==> config.mk <==
export PLATFORM = sky130hd
export DESIGN_NAME = uart_tx_flat
export DESIGN_NICKNAME = d
export VERILOG_FILES = /design/src/rtl/uart_tx_if.sv /design/src/rtl/uart_tx.sv /design/src/flat_wrapper.sv
export SDC_FILE = /design/constraint.sdc
export NUM_CORES = 1
export LEC_CHECK = 0
export BUFFER_PORTS_ARGS = -buffer_cell sky130_fd_sc_hd__clkbuf_2
export CAP_MARGIN = 20
export CORE_MARGIN = 8
export CORE_UTILIZATION = 40
export CTS_BUF_LIST = sky130_fd_sc_hd__clkbuf_8
export CTS_CLUSTER_DIAMETER = 100
export DETAILED_ROUTE_END_ITERATION = 8
export GPL_TIMING_DRIVEN = 0
export MAX_ROUTING_LAYER = met4
export PLACE_DENSITY = 0.66
export SYNTH_ARGS = -nofsm -noshare
export SYNTH_HDL_FRONTEND = slang
export SYNTH_SLANG_ARGS = --single-unit
export TNS_END_PERCENT = 5
==> constraint.sdc <==
create_clock -name clk -period 5.95 [get_ports clk]
set_input_delay 1.19 -clock clk [delete_from_list [all_inputs] [get_ports clk]]
set_output_delay 1.19 -clock clk [all_outputs]
set_load 0.05 [all_outputs]
==> src/rtl/uart_tx_if.sv <==
// Byte push channel into the UART transmitter: valid/ready handshake with an 8-bit payload.
// The upstream producer owns data_in/data_valid and the transmitter answers with ready.
interface uart_tx_if;
  logic [7:0] data_in;
  logic       data_valid;
  logic       ready;

  modport master (output data_in, output data_valid, input ready);
  modport slave  (input data_in, input data_valid, output ready);
endinterface

==> src/rtl/uart_tx.sv <==
// 8N1 UART transmitter, LSB first, fed by a small circular FIFO.
// Queued bytes are serialised back-to-back: the next start bit follows the stop bit with no idle cycle.
module uart_tx #(
  parameter int CLK_FREQ   = 100_000_000,
  parameter int BAUD_RATE  = 9600,
  parameter int FIFO_DEPTH = 4
) (
  input  logic                        clk,
  input  logic                        rst,
  uart_tx_if.slave                    up,
  output logic                        tx,
  output logic                        busy,
  output logic [$clog2(FIFO_DEPTH):0] fifo_count
);

  localparam int CLKS_PER_BIT = CLK_FREQ / BAUD_RATE;
  localparam int BAUD_W       = $clog2(CLKS_PER_BIT);
  localparam int PTR_W        = $clog2(FIFO_DEPTH);

  localparam logic [BAUD_W-1:0] BAUD_LAST = BAUD_W'(CLKS_PER_BIT - 1);
  localparam logic [BAUD_W-1:0] BAUD_ONE  = BAUD_W'(1);
  localparam logic [PTR_W-1:0]  PTR_ONE   = PTR_W'(1);
  localparam logic [PTR_W:0]    CNT_ONE   = (PTR_W + 1)'(1);
  localparam logic [PTR_W:0]    CNT_FULL  = (PTR_W + 1)'(FIFO_DEPTH);

  typedef enum logic [1:0] {
    IDLE,
    START,
    DATA,
    STOP
  } state_t;

  state_t            state;
  logic [BAUD_W-1:0] baud_cnt;
  logic [2:0]        bit_idx;
  logic [7:0]        shift;

  logic [7:0]       mem [FIFO_DEPTH];
  logic [PTR_W-1:0] wr_ptr;
  logic [PTR_W-1:0] rd_ptr;

  logic baud_end;
  logic push;
  logic pop;
  logic fifo_empty;

  // ready comes straight from the registered count, so it never depends on data_valid.
  assign up.ready   = (fifo_count != CNT_FULL);
  assign fifo_empty = (fifo_count == '0);
  assign baud_end   = (baud_cnt == BAUD_LAST);
  assign push       = up.data_valid && up.ready;
  assign pop        = !fifo_empty && ((state == IDLE) || ((state == STOP) && baud_end));
  assign busy       = (state != IDLE) || !fifo_empty;

  // NOTE: the storage array has no reset; a slot is only read after a push has written it,
  // and leaving it out keeps the array mappable to plain registers or LUT RAM.
  always_ff @(posedge clk) begin
    if (push) mem[wr_ptr] <= up.data_in;
  end

  // Pointers wrap for free because FIFO_DEPTH is a power of two.
  always_ff @(posedge clk or posedge rst) begin
    if (rst) begin
      wr_ptr     <= '0;
      rd_ptr     <= '0;
      fifo_count <= '0;
    end else begin
      if (push) wr_ptr <= wr_ptr + PTR_ONE;
      if (pop)  rd_ptr <= rd_ptr + PTR_ONE;
      case ({push, pop})
        2'b10:   fifo_count <= fifo_count + CNT_ONE;
        2'b01:   fifo_count <= fifo_count - CNT_ONE;
        default: fifo_count <= fifo_count;
      endcase
    end
  end

  // NOTE: all state here is updated with nonblocking assignments so every branch reads the
  // pre-edge values of shift/baud_cnt, which is what the tx <= shift[1] look-ahead relies on.
  always_ff @(posedge clk or posedge rst) begin
    if (rst) begin
      state    <= IDLE;
      tx       <= 1'b1;
      baud_cnt <= '0;
      bit_idx  <= '0;
      shift    <= '0;
    end else begin
      case (state)
        IDLE: begin
          tx       <= 1'b1;
          baud_cnt <= '0;
          if (pop) begin
            shift <= mem[rd_ptr];
            tx    <= 1'b0;
            state <= START;
          end
        end

        START: begin
          if (baud_end) begin
            baud_cnt <= '0;
            tx       <= shift[0];
            bit_idx  <= '0;
            state    <= DATA;
          end else begin
            baud_cnt <= baud_cnt + BAUD_ONE;
          end
        end

        DATA: begin
          if (baud_end) begin
            baud_cnt <= '0;
            if (bit_idx == 3'd7) begin
              tx    <= 1'b1;
              state <= STOP;
            end else begin
              shift   <= shift >> 1;
              tx      <= shift[1];
              bit_idx <= bit_idx + 3'd1;
            end
          end else begin
            baud_cnt <= baud_cnt + BAUD_ONE;
          end
        end

        STOP: begin
          if (baud_end) begin
            baud_cnt <= '0;
            // Chain straight into the next start bit when more data is queued.
            if (pop) begin
              shift <= mem[rd_ptr];
              tx    <= 1'b0;
              state <= START;
            end else begin
              state <= IDLE;
            end
          end else begin
            baud_cnt <= baud_cnt + BAUD_ONE;
          end
        end

        default: begin
          tx       <= 1'b1;
          baud_cnt <= '0;
          state    <= IDLE;
        end
      endcase
    end
  end

endmodule

==> src/flat_wrapper.sv <==
// flat-port wrapper written by rule: the top's interface ports become plain ports
module uart_tx_flat 
#(
  parameter int CLK_FREQ   = 100_000_000,
  parameter int BAUD_RATE  = 9600,
  parameter int FIFO_DEPTH = 4
)
  (clk, rst, tx, busy, fifo_count, up_data_in, up_data_valid, up_ready);
  uart_tx_if up_i ();
  input  logic clk;
  input  logic rst;
  output logic tx;
  output logic busy;
  output logic [$clog2(FIFO_DEPTH):0] fifo_count;
  input wire logic [$bits(up_i.data_in)-1:0] up_data_in;
  input wire logic [$bits(up_i.data_valid)-1:0] up_data_valid;
  output wire logic [$bits(up_i.ready)-1:0] up_ready;
  assign up_i.data_in = up_data_in;
  assign up_i.data_valid = up_data_valid;
  assign up_ready = up_i.ready;
  uart_tx #(.CLK_FREQ(CLK_FREQ), .BAUD_RATE(BAUD_RATE), .FIFO_DEPTH(FIFO_DEPTH)) u_core (.clk(clk), .rst(rst), .up(up_i), .tx(tx), .busy(busy), .fifo_count(fifo_count));
endmodule
## Word-level counts from Yosys, hierarchy flattened

Memories as Yosys holds them, arrays and structs flattened.
Index checks and enable logic that the tools add are counted.

- Output and inout port bits: 6
- Logic and storage cells: 75
- Memory bits (writable): 32
- Input bits: 11
- Flip-flop bits (word level): 35
- Memories kept: 1

- Multiplexer cells: 28
- Eq/ne operators: 15
- Reduce and logical (&&, ||, !) cells: 17
- Add/sub/neg operators: 6

Memories:

| memory | words | bits a word | rd ports | clocked after Yosys merged registers in | write ports | RTL line | text |
|---|---|---|---|---|---|---|---|
| u_core.mem | 4 | 8 | 1 | 0 | 1 | uart_tx.sv:38 | `logic [7:0] mem [FIFO_DEPTH];` |

Operators by type and width:

| operator | number |
|---|---|
| $mux W8 | 4 |
| $pmux W14 S2 | 1 |
| $pmux W8 S3 | 1 |
| $add A14 B1 Y14 const B | 1 |
| $eq A14 B14 Y1 const B | 1 |
| $mux W14 | 1 |
| $ne A2 B1 Y1 const B | 6 |
| $pmux W3 S2 | 2 |
| $reduce_and A4 Y1 | 3 |
| $mux W2 | 5 |
| $mux W1 | 9 |
| $mux W3 | 3 |
| $pmux W2 S4 | 1 |
| $add A3 B1 Y3 const B | 2 |
| $eq A2 B2 Y1 const B | 3 |
| $reduce_bool A2 Y1 | 3 |
| $reduce_and A5 Y1 | 1 |
| $add A2 B1 Y2 const B | 2 |
| $eq A2 B1 Y1 const B | 2 |
| $pmux W1 S4 | 1 |
| $eq A3 B3 Y1 const B | 1 |
| $logic_and A1 B1 Y1 | 3 |
| $logic_not A3 Y1 | 1 |
| $ne A3 B3 Y1 const B | 1 |
| 7 further kinds | 8 |

## Longest topological paths before layout

Gate-level depths: netlist of run 1.

- Word-level depth: 7
- Gate-level depth with buffers: 11
- Mapped depth without buffers: 11

## Worst setup path before layout of run 1

OpenSTA, ideal clock, no wires.

- Kind: flip-flop to flip-flop
- Start point: register u_core.fifo_count[0]
- End point: register u_core.fifo_count[2]
- Required time: 5860 ps
- Buffers on the path: 1
- Arrival: 2647 ps
- Library setup time: 90 ps
- Path slack: 3213 ps
- Period minus slack after synthesis: 2737 ps
- Cell stages (with the launch flop): 12
- Cell sequence: dfrtp_1 nor2_1 nand2_1 and2_1 clkbuf_1 nor2_1 fa_1 nor3_1 a21oi_1 nor2_1 a21oi_1 o221ai_1

- Elaborated cells on any way between the ends: 11
- Classes of those cells: add/sub: 2; eq/ne: 3; mux: 1; reduce/logical: 5

RTL lines:

| what | RTL line | text |
|---|---|---|
| from (decl) | uart_tx.sv:13 | `output logic [$clog2(FIFO_DEPTH):0] fifo_count` |
| from (signal assigned) | uart_tx.sv:71 | `2'b10: fifo_count <= fifo_count + CNT_ONE;` |
| from (signal assigned) | uart_tx.sv:72 | `2'b01: fifo_count <= fifo_count - CNT_ONE;` |
| from (signal assigned) | uart_tx.sv:73 | `default: fifo_count <= fifo_count;` |
| $ne A3 B3 Y1 * | uart_tx.sv:48 | `assign up.ready = (fifo_count != CNT_FULL);` |
| net up_ready | flat_wrapper.sv:17 | `output wire logic [$bits(up_i.ready)-1:0] up_ready;` |
| $logic_and A1 B1 Y1 * | uart_tx.sv:51 | `assign push = up.data_valid && up.ready;` |
| $eq A2 B1 Y1 / $eq A2 B2 Y1 (equally long branches) | uart_tx.sv:70 | `case ({push, pop})` |
| $pmux W3 S2 / $reduce_bool A2 Y1 (equally long branches) | -- |  |

The timed path passes the listed nets; every way through them passes the cells marked *.
A chain may end at the register's enable or synchronous reset.

## Final worst setup path of run 1

- Start point: register u_core.fifo_count[2]
- End point: output port busy

- Word-level cells in the longest chain between the ends: 3

Ends and longest elaborated chain:

| what | RTL line | text |
|---|---|---|
| $logic_not A3 Y1 | uart_tx.sv:49 | `assign fifo_empty = (fifo_count == '0);` |
| $logic_not A1 Y1 | uart_tx.sv:53 | `assign busy = (state != IDLE) \|\| !fifo_empty;` |
| $logic_or A1 B1 Y1 | uart_tx.sv:53 |  |
| to (decl) | flat_wrapper.sv:13 | `output logic busy;` |

No other way between the ends.

==> results of run 1 <==
## Yosys cell counts (all sizes together), types with 2 or more instances
cell type / n
o21a: 3
mux2: 3
edfxtp: 32
nand3: 4
ha: 13
nor4: 3
clkbuf: 9
nand4: 5
nor3: 5
a211oi: 2
xor2: 7
o21ai: 17
or3: 5
a21oi: 10
a22oi: 2
nor2b: 2
nor2: 21
o221a: 5
a221oi: 2
and3: 7
dfrtp: 34
buf: 2
a22o: 4
inv: 10
xnor2: 8
nand2b: 5
nand2: 13
mux4: 8
## registers in the layout, indices dropped and copies added, names as in the netlist
name,cells
u_core.mem,32
u_core.wr_ptr,2
u_core.tx,1
u_core.baud_cnt,14
u_core.state,2
u_core.rd_ptr,2
u_core.bit_idx,3
u_core.shift,8
u_core.fifo_count,3
## routing by layer
layer,wire length [µm],vias up,global-route usage
li1,-,1003,-
met1,2620,1005,0.128
met2,2760,33,0.181
met3,207,8,0.0315
met4,85,0,0.0432
met5,0,-,-
## logic make-up (layout without fill, tap and decap cells)
group / after synthesis / after routing / synth area share
muxes: 12 / 12 / 0.0689
xor gates and xnor gates: 15 / 15 / 0.0404
adders and majority gates: 14 / 14 / 0.0562
AOI/OAI and AO/OA: 48 / 48 / 0.105
and+or+nand+nor: 79 / 79 / 0.139
buffers and inverters: 21 / 53 / 0.0250
DFF: 67 / 67 / 0.565
## through the flow
stage	total power, W	std cells	hold slack [ns]
after floorplan	0.000743	256	0.448
after global placement	0.000794	377	0.471
after detailed placement	0.000805	377	0.486
after CTS	0.00127	393	0.499
after global routing	0.00131	393	0.523
final	0.00126	393	0.497
## worst max path at each step
stage                      endpoint                  from  cells after the start  slack [ns]
6_report                       busy  u_core.fifo_count[2]                      4        2.96
2_1_floorplan  u_core.fifo_count[2]  u_core.fifo_count[0]                     11        3.21
5_1_grt        u_core.fifo_count[2]       u_core.state[1]                     11        2.83
3_5_place_dp   u_core.fifo_count[2]         up_data_valid                     10        3.04
4_1_cts                        busy  u_core.fifo_count[2]                      4        2.96
3_3_place_gp   u_core.fifo_count[2]         up_data_valid                     10        3.09
## power by group
group          total (W)  internal [W]  leakage (nW)  switching [W]
registers       0.000581      0.000552         0.726      0.0000293
logic           0.000212     0.0000689         0.654       0.000143
clock network   0.000465      0.000282         0.120       0.000183
## layout by cell type, fill, tap and decap left out, types with 3 or more instances in the layout
| cell | n |
|---|---|
| inv_1 | 9 |
| nor3_1 | 5 |
| o21a_1 | 3 |
| xor2_1 | 7 |
| clkbuf_2 | 16 |
| a21oi_1 | 10 |
| o21ai_1 | 3 |
| o221a_2 | 5 |
| nor2_1 | 21 |
| xnor2_1 | 8 |
| bufinv_16 | 3 |
| nand2b_1 | 5 |
| clkbuf_1 | 9 |
| o21ai_0 | 13 |
| a22o_1 | 4 |
| nand4_1 | 5 |
| mux4_2 | 8 |
| or3_1 | 5 |
| nand2_1 | 13 |
| clkbuf_8 | 9 |
| dfrtp_1 | 34 |
| nand3_1 | 4 |
| ha_1 | 13 |
| edfxtp_1 | 32 |
| and3_1 | 7 |
## final cells by class
class | instances | area, µm² | share of cell area
Clock inverter | 7 | 124 | 0.0334
Timing Repair Buffer | 16 | 80.1 | 0.0216
Buffer | 11 | 43.8 | 0.0118
Multi-Input combinational cell | 168 | 1330 | 0.359
Clock buffer | 9 | 124 | 0.0334
Tap cell | 105 | 131 | 0.0354
Inverter | 10 | 37.5 | 0.0101
Sequential cell | 67 | 1840 | 0.495
==> summary.txt, run 1 <==
Clock tree
  – CTS resizes: 0
  – Clock sink count: 67
  – Clk_lat worst skew: 0.35 ns
  – Post-CTS setup buffer count: 0
  – Clock transition at path regs: 0.08 ns
  – Root buf cell: clkbuf_8
  – CTS tree: built
  – CTS Hold Bufs: 0
  – Max clock buf depth: 2
  – TritonCTS buffer count: 9
  – H-tree levels: 3

Detailed routing
  – Drt total wl: 5670 µm
  – Initial DRC count: 87
  – Avg WL per Cell: 14.4 µm
  – Pre-antenna DRT Iters: 4
  – Via count: 2,049
  – Post-DRT Antenna Nets: 0
  – # DRC: 0
  – Via/cell ratio: 5.21

Setup path
  – CP max-delay cell: nor3_1
  – R2r endpoint: u_core.fifo_count[2]
  – Setup CP Type: reg -> out
  – WP data arrival: 1.80 ns
  – Worst Path Required: 4.76 ns
  – CP bufs+invs: 2
  – Worst Reg-to-Reg Cells: 11
  – Flop2flop setup slack: 3.06 ns
  – Max stage delay on crit path: 0.50 ns
  – Worst reg2reg startpoint: u_core.state[0]
  – CP startpoint kind: flip-flop
  – Top delay family on crit path: simple AND/OR/NAND/NOR gates
  – Cell Chain, Critical Path: clkbuf_1 -> nor3_1 -> nand2_1 -> clkbuf_2
  – Crit path max fanout: 8
  – Crit path capture type: output pin

Power and ir drop
  – PwrDens: 339 nW/µm²
  – VDD IR-drop max: 0.200 mV
  – Leakage: 1.50 nW

Logic synthesis
  – Unique cell type count in the Yosys netlist: 48
  – Leading area contributor after synthesis: edfxtp_1
  – Synth area leaders: edfxtp_1, dfrtp_1, mux4_2
  – Post-synth top area share: 0.296
  – Synthesized flop and latch total: 67
  – Synth warn: 0
  – Top_reg_cell synth: dfrtp_1
  – Post-Syn Instances: 256
  – Syn nets: 281
  – Ys async rst share: 0.522
  – EDFF count, synth: 32
  – Mean Syn Cell Area: 12.7 µm²
  – Sequential area share after synthesis: 0.565
  – Synthesized cell area: 3250 µm²

STA
  – Final clock skew: 0.00895 ns
  – Final setup vio count: 0
  – RSZ-0062 raised after global routing: no
  – Fin crit share: 0.503
  – Final worst setup slack: 2.96 ns
  – Slew headroom: 0.485
  – Final min period: 2.99 ns
  – Slew @ Worst Pin: 0.773 ns
  – Setup TNS: 0 ns
  – Max Freq: 334 MHz
  – Max Transition Viols Final: 0
  – Hold Vio Cnt, Final: 0

Final layout
  – Antenna diode count: 0
  – Final Util: 0.461
  – Share of layout cells above drive strength 1: 0.208
  – P&R area growth vs syn: 14.1%
  – Final nets: 308
  – Fillcell total: 736
  – Final Cell Area: 3710 µm²

Global routing
  – Vias in the first global route: 2,103
  – Antenna violations before repair: 0
  – Largest net degree at the start of global routing: 36
  – Tot GR Track Use: 0.111
  – Final global-route overflow total: 0
  – Global-route wire length before repair: 9760 µm

Min path
  – Hold_sp: u_core.baud_cnt[0]
  – Worst Hold End: u_core.baud_cnt[0]
  – Worst min path class: reg -> reg
  – Cell depth of the worst hold path: 1

Floorplanning
  – DIE AREA: 11,300 µm²
  – Rows: 33
  – Initial Util: 0.404
  – IO Pins: 17
  – Core box area: 8050 µm²
  – Die height: 106 µm
  – Die width: 106 µm

Place
  – DP HPWL: 4050 µm
  – Routability cong.: 0.778
  – # port buffers: 16
  – Dpl cell area: 3460 µm²
  – Place WS: 3.04 ns

Status
  – Status: finished clean

Job
  – Max-cap viol count: 0
No activity file was read; power rests on OpenSTA's default activity.
==> run 2: changes to the inputs <==
--- a/config.mk
+++ b/config.mk
@@ -14,7 +14,7 @@
 export DETAILED_ROUTE_END_ITERATION = 8
 export GPL_TIMING_DRIVEN = 0
 export MAX_ROUTING_LAYER = met4
-export PLACE_DENSITY = 0.66
+export PLACE_DENSITY = 0.68
 export SYNTH_ARGS = -nofsm -noshare
 export SYNTH_HDL_FRONTEND = slang
 export SYNTH_SLANG_ARGS = --single-unit
==> constraint.sdc (replaced) <==
create_clock -name clk -period 2.6 [get_ports clk]
set_input_delay 0.52 -clock clk [delete_from_list [all_inputs] [get_ports clk]]
set_output_delay 0.52 -clock clk [all_outputs]
set_load 0.05 [all_outputs]
==> summary.txt, run 2 (synthesized netlist as in run 1, its figures left out) <==
Clock tree
  – Clock transition at path regs: 0.08 ns
  – H-tree levels: 3
  – Clk_lat worst skew: 0.36 ns
  – CTS Hold Bufs: 0
  – Clock sink count: 67
  – Max clock buf depth: 2
  – TritonCTS buffer count: 9
  – CTS tree: built
  – Root buf cell: clkbuf_8

Power and ir drop
  – Clk pwr share: 0.326
  – PwrDens: 715 nW/µm²
  – Sequential power share: 0.493
  – Sw power: 0.000822 W
  – Int Pwr: 0.00188 W
  – Sw frac: 0.304
  – VDD IR-drop max: 0.414 mV
  – Gate power share: 0.182
  – Leakage: 1.53 nW

Place
  – # port buffers: 16
  – Dpl cell area: 3490 µm²
  – Routability cong.: 0.811
  – DP HPWL: 4100 µm
  – Dpl cells: 378

STA
  – Final setup vio count: 0
  – Final min period: 2.45 ns
  – RSZ-0062 raised after global routing: yes
  – Slew headroom: 0.467
  – Slew @ Worst Pin: 0.799 ns
  – Fin crit share: 0.943
  – Max Freq: 408 MHz
  – Max Transition Viols Final: 0
  – Final clock skew: 0.00893 ns
  – Hold Vio Cnt, Final: 0

Detailed routing
  – Drt total wl: 5880 µm
  – Via count: 2,075
  – # DRC: 0
  – Post-DRT Antenna Nets: 0
  – Via/cell ratio: 5.17
  – Pre-antenna DRT Iters: 4
  – Initial DRC count: 73
  – Avg WL per Cell: 14.7 µm

Global routing
  – Antenna violations before repair: 0
  – Final global-route overflow total: 0
  – Tot GR Track Use: 0.115
  – Global-route wire length before repair: 9990 µm
  – Largest net degree at the start of global routing: 21
  – Vias in the first global route: 2,130

Setup path
  – Top delay family on crit path: simple AND/OR/NAND/NOR gates
  – Crit path max fanout: 8
  – Worst Path Required: 2.82 ns
  – CP startpoint kind: flip-flop
  – CP bufs+invs: 0
  – Crit path capture type: flip-flop
  – Cell Chain, Critical Path: ha_4 -> or4bb_4 -> nor4_4 -> o21ai_2 -> nor2_2 -> fa_2 -> nor3_1 -> a21oi_1 -> nor2_1 -> a21oi_1 -> o221ai_1
  – Setup CP Type: reg -> reg
  – Max stage delay on crit path: 0.55 ns
  – CP max-delay cell: or4bb_4
  – WP data arrival: 2.68 ns
  – CP dominant cell by count: a21oi_1

Floorplanning
  – Initial Util: 0.404
  – Die width: 106 µm
  – Die height: 106 µm
  – Core box area: 8050 µm²
  – IO Pins: 17
  – DIE AREA: 11,300 µm²
  – Rows: 33

Final layout
  – Area of the multi-input gates: 1360 µm²
  – Non-filler cells, final: 401
  – P&R area growth vs syn: 16.2%
  – Number of flip-flops in the largest register: 32
  – Biggest register: u_core.mem
  – Antenna diode count: 0
  – Final nets: 316
  – Share of layout cells above drive strength 1: 0.253
  – Final Cell Area: 3780 µm²
  – Most frequent cells in the layout: dfrtp_1, edfxtp_1, nor2_1
  – Reg area: 1840 µm²
  – Top flop regs: u_core.mem (32), u_core.baud_cnt (14), u_core.shift (8)
  – Final Util: 0.469
  – Fillcell total: 728

Job
  – Max-cap viol count: 0

Min path
  – Worst min path class: in -> async

Status
  – Status: finished clean
run 2: final cells by class:
| type | instances | area share |
|---|---|---|
| well taps | 105 | 0.0348 |
| clock buffers | 9 | 0.0328 |
| multi-input cells | 168 | 0.361 |
| repair buffers | 24 | 0.0424 |
| flip-flops and latches | 67 | 0.487 |
| plain buffers | 11 | 0.0116 |
| inverters | 10 | 0.00994 |
| clock inverters | 7 | 0.0205 |
run 2: worst reg2reg max path, stage by stage, from the launching register on:
cell and delay (ns):
dfrtp_2 0.39, ha_4 0.19, or4bb_4 0.55, nor4_4 0.22, o21ai_2 0.12, nor2_2 0.14, fa_2 0.22, nor3_1 0.05
a21oi_1 0.12, nor2_1 0.05, a21oi_1 0.12, o221ai_1 0.14
run 2: metrics by stage:
step | setup slack [ns] | setup TNS, ns | hold WS [ns] | total power [W]
final | 0.148 | 0 | 0.259 | 0.00270
after global routing | -0.0388 | -0.0388 | 0.328 | 0.00284
after CTS | 0.0131 | 0 | 0.285 | 0.00273
after detailed placement | -0.272 | -0.506 | 0.472 | 0.00185
after global placement | -0.201 | -0.357 | 0.471 | 0.00182
after floorplan | 0.0614 | 0 | 0.448 | 0.00171
run 2: path summary, 6_finish.rpt:
kind,from,end,slack (ns),cells after the start
min reg2reg,u_core.baud_cnt[0],u_core.baud_cnt[0],0.48,1
max in group asynchronous,rst,u_core.baud_cnt[2],1.79,3
max,u_core.state[0],u_core.fifo_count[2],0.15,11
min in group clk,up_data_in[0],u_core.mem[1][0],0.37,1
min,rst,u_core.state[1],0.26,2
max reg2reg,u_core.state[0],u_core.fifo_count[2],0.15,11
run 2: repair_timing:
item | CTS | global route
resized for setup | 7 | 1
endpoints found under the setup margin | 2 | 7
buffers inserted | 4 | 3
pin swaps | 2 | 2
run 2: power by group through the flow:
stage | sequential (W) | combinational (W) | clock (W)
2_1_floorplan | 0.00142 | 0.000287 | 0
3_3_place_gp | 0.00135 | 0.000476 | 0
3_5_place_dp | 0.00135 | 0.000498 | 0
4_1_cts | 0.00133 | 0.000502 | 0.000900
5_1_grt | 0.00135 | 0.000546 | 0.000943
6_report | 0.00133 | 0.000490 | 0.000880
run 2: layer usage:
| layer | global-route usage | vias up | routed length [µm] |
|---|---|---|---|
| met5 | - | - | 0 |
| met4 | 0.0482 | 0 | 105 |
| met3 | 0.0351 | 11 | 177 |
| met2 | 0.176 | 30 | 2850 |
| met1 | 0.138 | 1014 | 2750 |
| li1 | - | 1020 | - |
==> run 3: changes to the inputs <==
--- a/config.mk
+++ b/config.mk
@@ -7,6 +7,8 @@
 export LEC_CHECK = 0
 export BUFFER_PORTS_ARGS = -buffer_cell sky130_fd_sc_hd__clkbuf_2
 export CAP_MARGIN = 20
+export CELL_PAD_IN_SITES_DETAIL_PLACEMENT = 0
+export CELL_PAD_IN_SITES_GLOBAL_PLACEMENT = 1
 export CORE_MARGIN = 8
 export CORE_UTILIZATION = 40
 export CTS_BUF_LIST = sky130_fd_sc_hd__clkbuf_8
@@ -14,7 +16,7 @@
 export DETAILED_ROUTE_END_ITERATION = 8
 export GPL_TIMING_DRIVEN = 0
 export MAX_ROUTING_LAYER = met4
-export PLACE_DENSITY = 0.68
+export PLACE_DENSITY = 0.78
 export SYNTH_ARGS = -nofsm -noshare
 export SYNTH_HDL_FRONTEND = slang
 export SYNTH_SLANG_ARGS = --single-unit
==> summary.txt, run 3 (synthesized netlist as in run 1, its figures left out) <==
Final layout
  – Non-filler cells, final: 397
  – Top flop regs: u_core.mem (32), u_core.baud_cnt (14), u_core.shift (8)
  – P&R area growth vs syn: 14.5%
  – Most frequent cells in the layout: dfrtp_1, edfxtp_1, nor2_1
  – Final Util: 0.462
  – Fillcell total: 743
  – Number of flip-flops in the largest register: 32
  – Share of layout cells above drive strength 1: 0.250
  – Antenna diode count: 0
  – Final nets: 312
  – Biggest register: u_core.mem

Clock tree
  – CTS tree: built
  – TritonCTS buffer count: 9
  – Clk_lat worst skew: 0.34 ns
  – Root buf cell: clkbuf_8
  – H-tree levels: 3
  – Clock sink count: 67
  – Max clock buf depth: 2
  – Clock transition at path regs: 0.08 ns
  – CTS Hold Bufs: 0

STA
  – Final clock skew: 0.00919 ns
  – Slew headroom: 0.471
  – Final setup vio count: 0
  – Fin crit share: 0.940
  – RSZ-0062 raised after global routing: yes
  – Final min period: 2.44 ns
  – Max Transition Viols Final: 0
  – Hold Vio Cnt, Final: 0
  – Max Freq: 409 MHz
  – Slew @ Worst Pin: 0.793 ns
  – Setup TNS: 0 ns

Status
  – Status: finished clean

Power and ir drop
  – VDD IR-drop max: 0.599 mV
  – Leakage: 1.49 nW
  – PwrDens: 698 nW/µm²

Setup path
  – Max stage delay on crit path: 0.60 ns
  – CP max-delay cell: or4b_4
  – Top delay family on crit path: simple AND/OR/NAND/NOR gates
  – CP Depth: 10
  – Crit path capture type: flip-flop
  – Worst Path Required: 2.82 ns
  – CP bufs+invs: 0
  – CP startpoint kind: flip-flop
  – CP dominant cell by count: a21oi_1
  – Setup CP Type: reg -> reg
  – Worst Reg-to-Reg Cells: 10
  – Crit path max fanout: 5
  – R2r endpoint: u_core.fifo_count[2]
  – Worst reg2reg startpoint: u_core.baud_cnt[4]
  – CP startpoint: u_core.baud_cnt[4]
  – Flop2flop setup slack: 0.16 ns
  – CP endpoint: u_core.fifo_count[2]
  – Cell Chain, Critical Path: or4b_4 -> nor4_4 -> o21ai_2 -> nor2_2 -> fa_2 -> nor3_1 -> a21oi_1 -> nor2_1 -> a21oi_1 -> o221ai_1
  – WP data arrival: 2.66 ns

Detailed routing
  – Avg WL per Cell: 14.6 µm
  – Via/cell ratio: 5.09
  – # DRC: 0
  – Via count: 2,020
  – Drt total wl: 5810 µm
  – Initial DRC count: 99
  – Pre-antenna DRT Iters: 4
  – Post-DRT Antenna Nets: 0

Floorplanning
  – Initial Util: 0.404
  – IO Pins: 17
  – Die height: 106 µm
  – Die width: 106 µm
  – DIE AREA: 11,300 µm²
  – Core box area: 8050 µm²
  – Rows: 33

Place
  – Dpl cells: 378
  – Routability cong.: 0.752
  – DP HPWL: 4180 µm
  – # port buffers: 16

Global routing
  – Tot GR Track Use: 0.114
  – Vias in the first global route: 2,077
  – Largest net degree at the start of global routing: 19
  – Final global-route overflow total: 0
  – Global-route wire length before repair: 9930 µm
  – Antenna violations before repair: 0

Job
  – Max-cap viol count: 0

Min path
  – Worst min path class: in -> async
-- run 3: cell types whose count changed in the layout (fill, tap and decap cells not counted), sizes merged --
cell	delta
buf	-4
bufinv	-1
clkinv	-1
clkinvlp	+2
-- run 3: worst min path at each step --
stage,depth (start not counted),to,from,slack (ns)
3_5_place_dp,1,u_core.baud_cnt[0],u_core.baud_cnt[0],0.48
4_1_cts,2,u_core.fifo_count[2],rst,0.31
6_report,2,u_core.state[0],rst,0.30
5_1_grt,2,u_core.state[0],rst,0.36
2_1_floorplan,1,u_core.baud_cnt[0],u_core.baud_cnt[0],0.45
3_3_place_gp,1,u_core.baud_cnt[0],u_core.baud_cnt[0],0.47
-- run 3: worst reg2reg max path, cell delays in order (launching register included) --
cell      delay (ns)
dfrtp_2         0.44
or4b_4          0.60
nor4_4          0.34
o21ai_2         0.13
nor2_2          0.14
fa_2            0.22
nor3_1          0.06
a21oi_1         0.12
nor2_1          0.05
a21oi_1         0.12
o221ai_1        0.13
-- run 3: what timing repair did --
item / in CTS / in global routing
resized for setup: 3 / 6
pin swaps: 1 / 2
hold endpoints to repair: 0 / 0
cloned: 0 / 0
setup endpoints to repair: 2 / 7
buffers inserted: 3 / 0
-- run 3: metrics by stage --
stage	worst slack, ns	power, W	cell area [µm²]	hold WS (ns)
finish	0.155	0.00260	3720	0.296
global placement	-0.196	0.00182	3470	0.475
global route	-0.108	0.00274	3720	0.357
floorplan	0.0614	0.00171	3250	0.448
CTS	0.0211	0.00263	3710	0.313
detailed placement	-0.192	0.00184	3490	0.478
-- run 3: where the power goes --
group	leakage (nW)	total [W]	switching [W]	internal [W]
combinational	0.682	0.000484	0.000322	0.000162
clock	0.0864	0.000784	0.000432	0.000352
sequential	0.725	0.00133	0.0000675	0.00126
-- run 3: routing by layer --
metal	vias up	routed length, µm	part of all wire	GRT usage
met5	-	0	0	-
met4	0	80	0.014	0.0452
met2	24	2840	0.49	0.178
li1	1009	-	-	-
met3	6	168	0.029	0.0351
met1	981	2720	0.47	0.136
-- run 3: cell type report --
class | count | area (µm²) | share of cell area
Clock inverter | 7 | 51.3 | 0.0138
Sequential cell | 67 | 1840 | 0.494
Multi-Input combinational cell | 168 | 1370 | 0.367
Timing Repair Buffer | 20 | 130 | 0.0349
Tap cell | 105 | 131 | 0.0353
Inverter | 10 | 37.5 | 0.0101
Buffer | 11 | 43.8 | 0.0118
Clock buffer | 9 | 124 | 0.0333
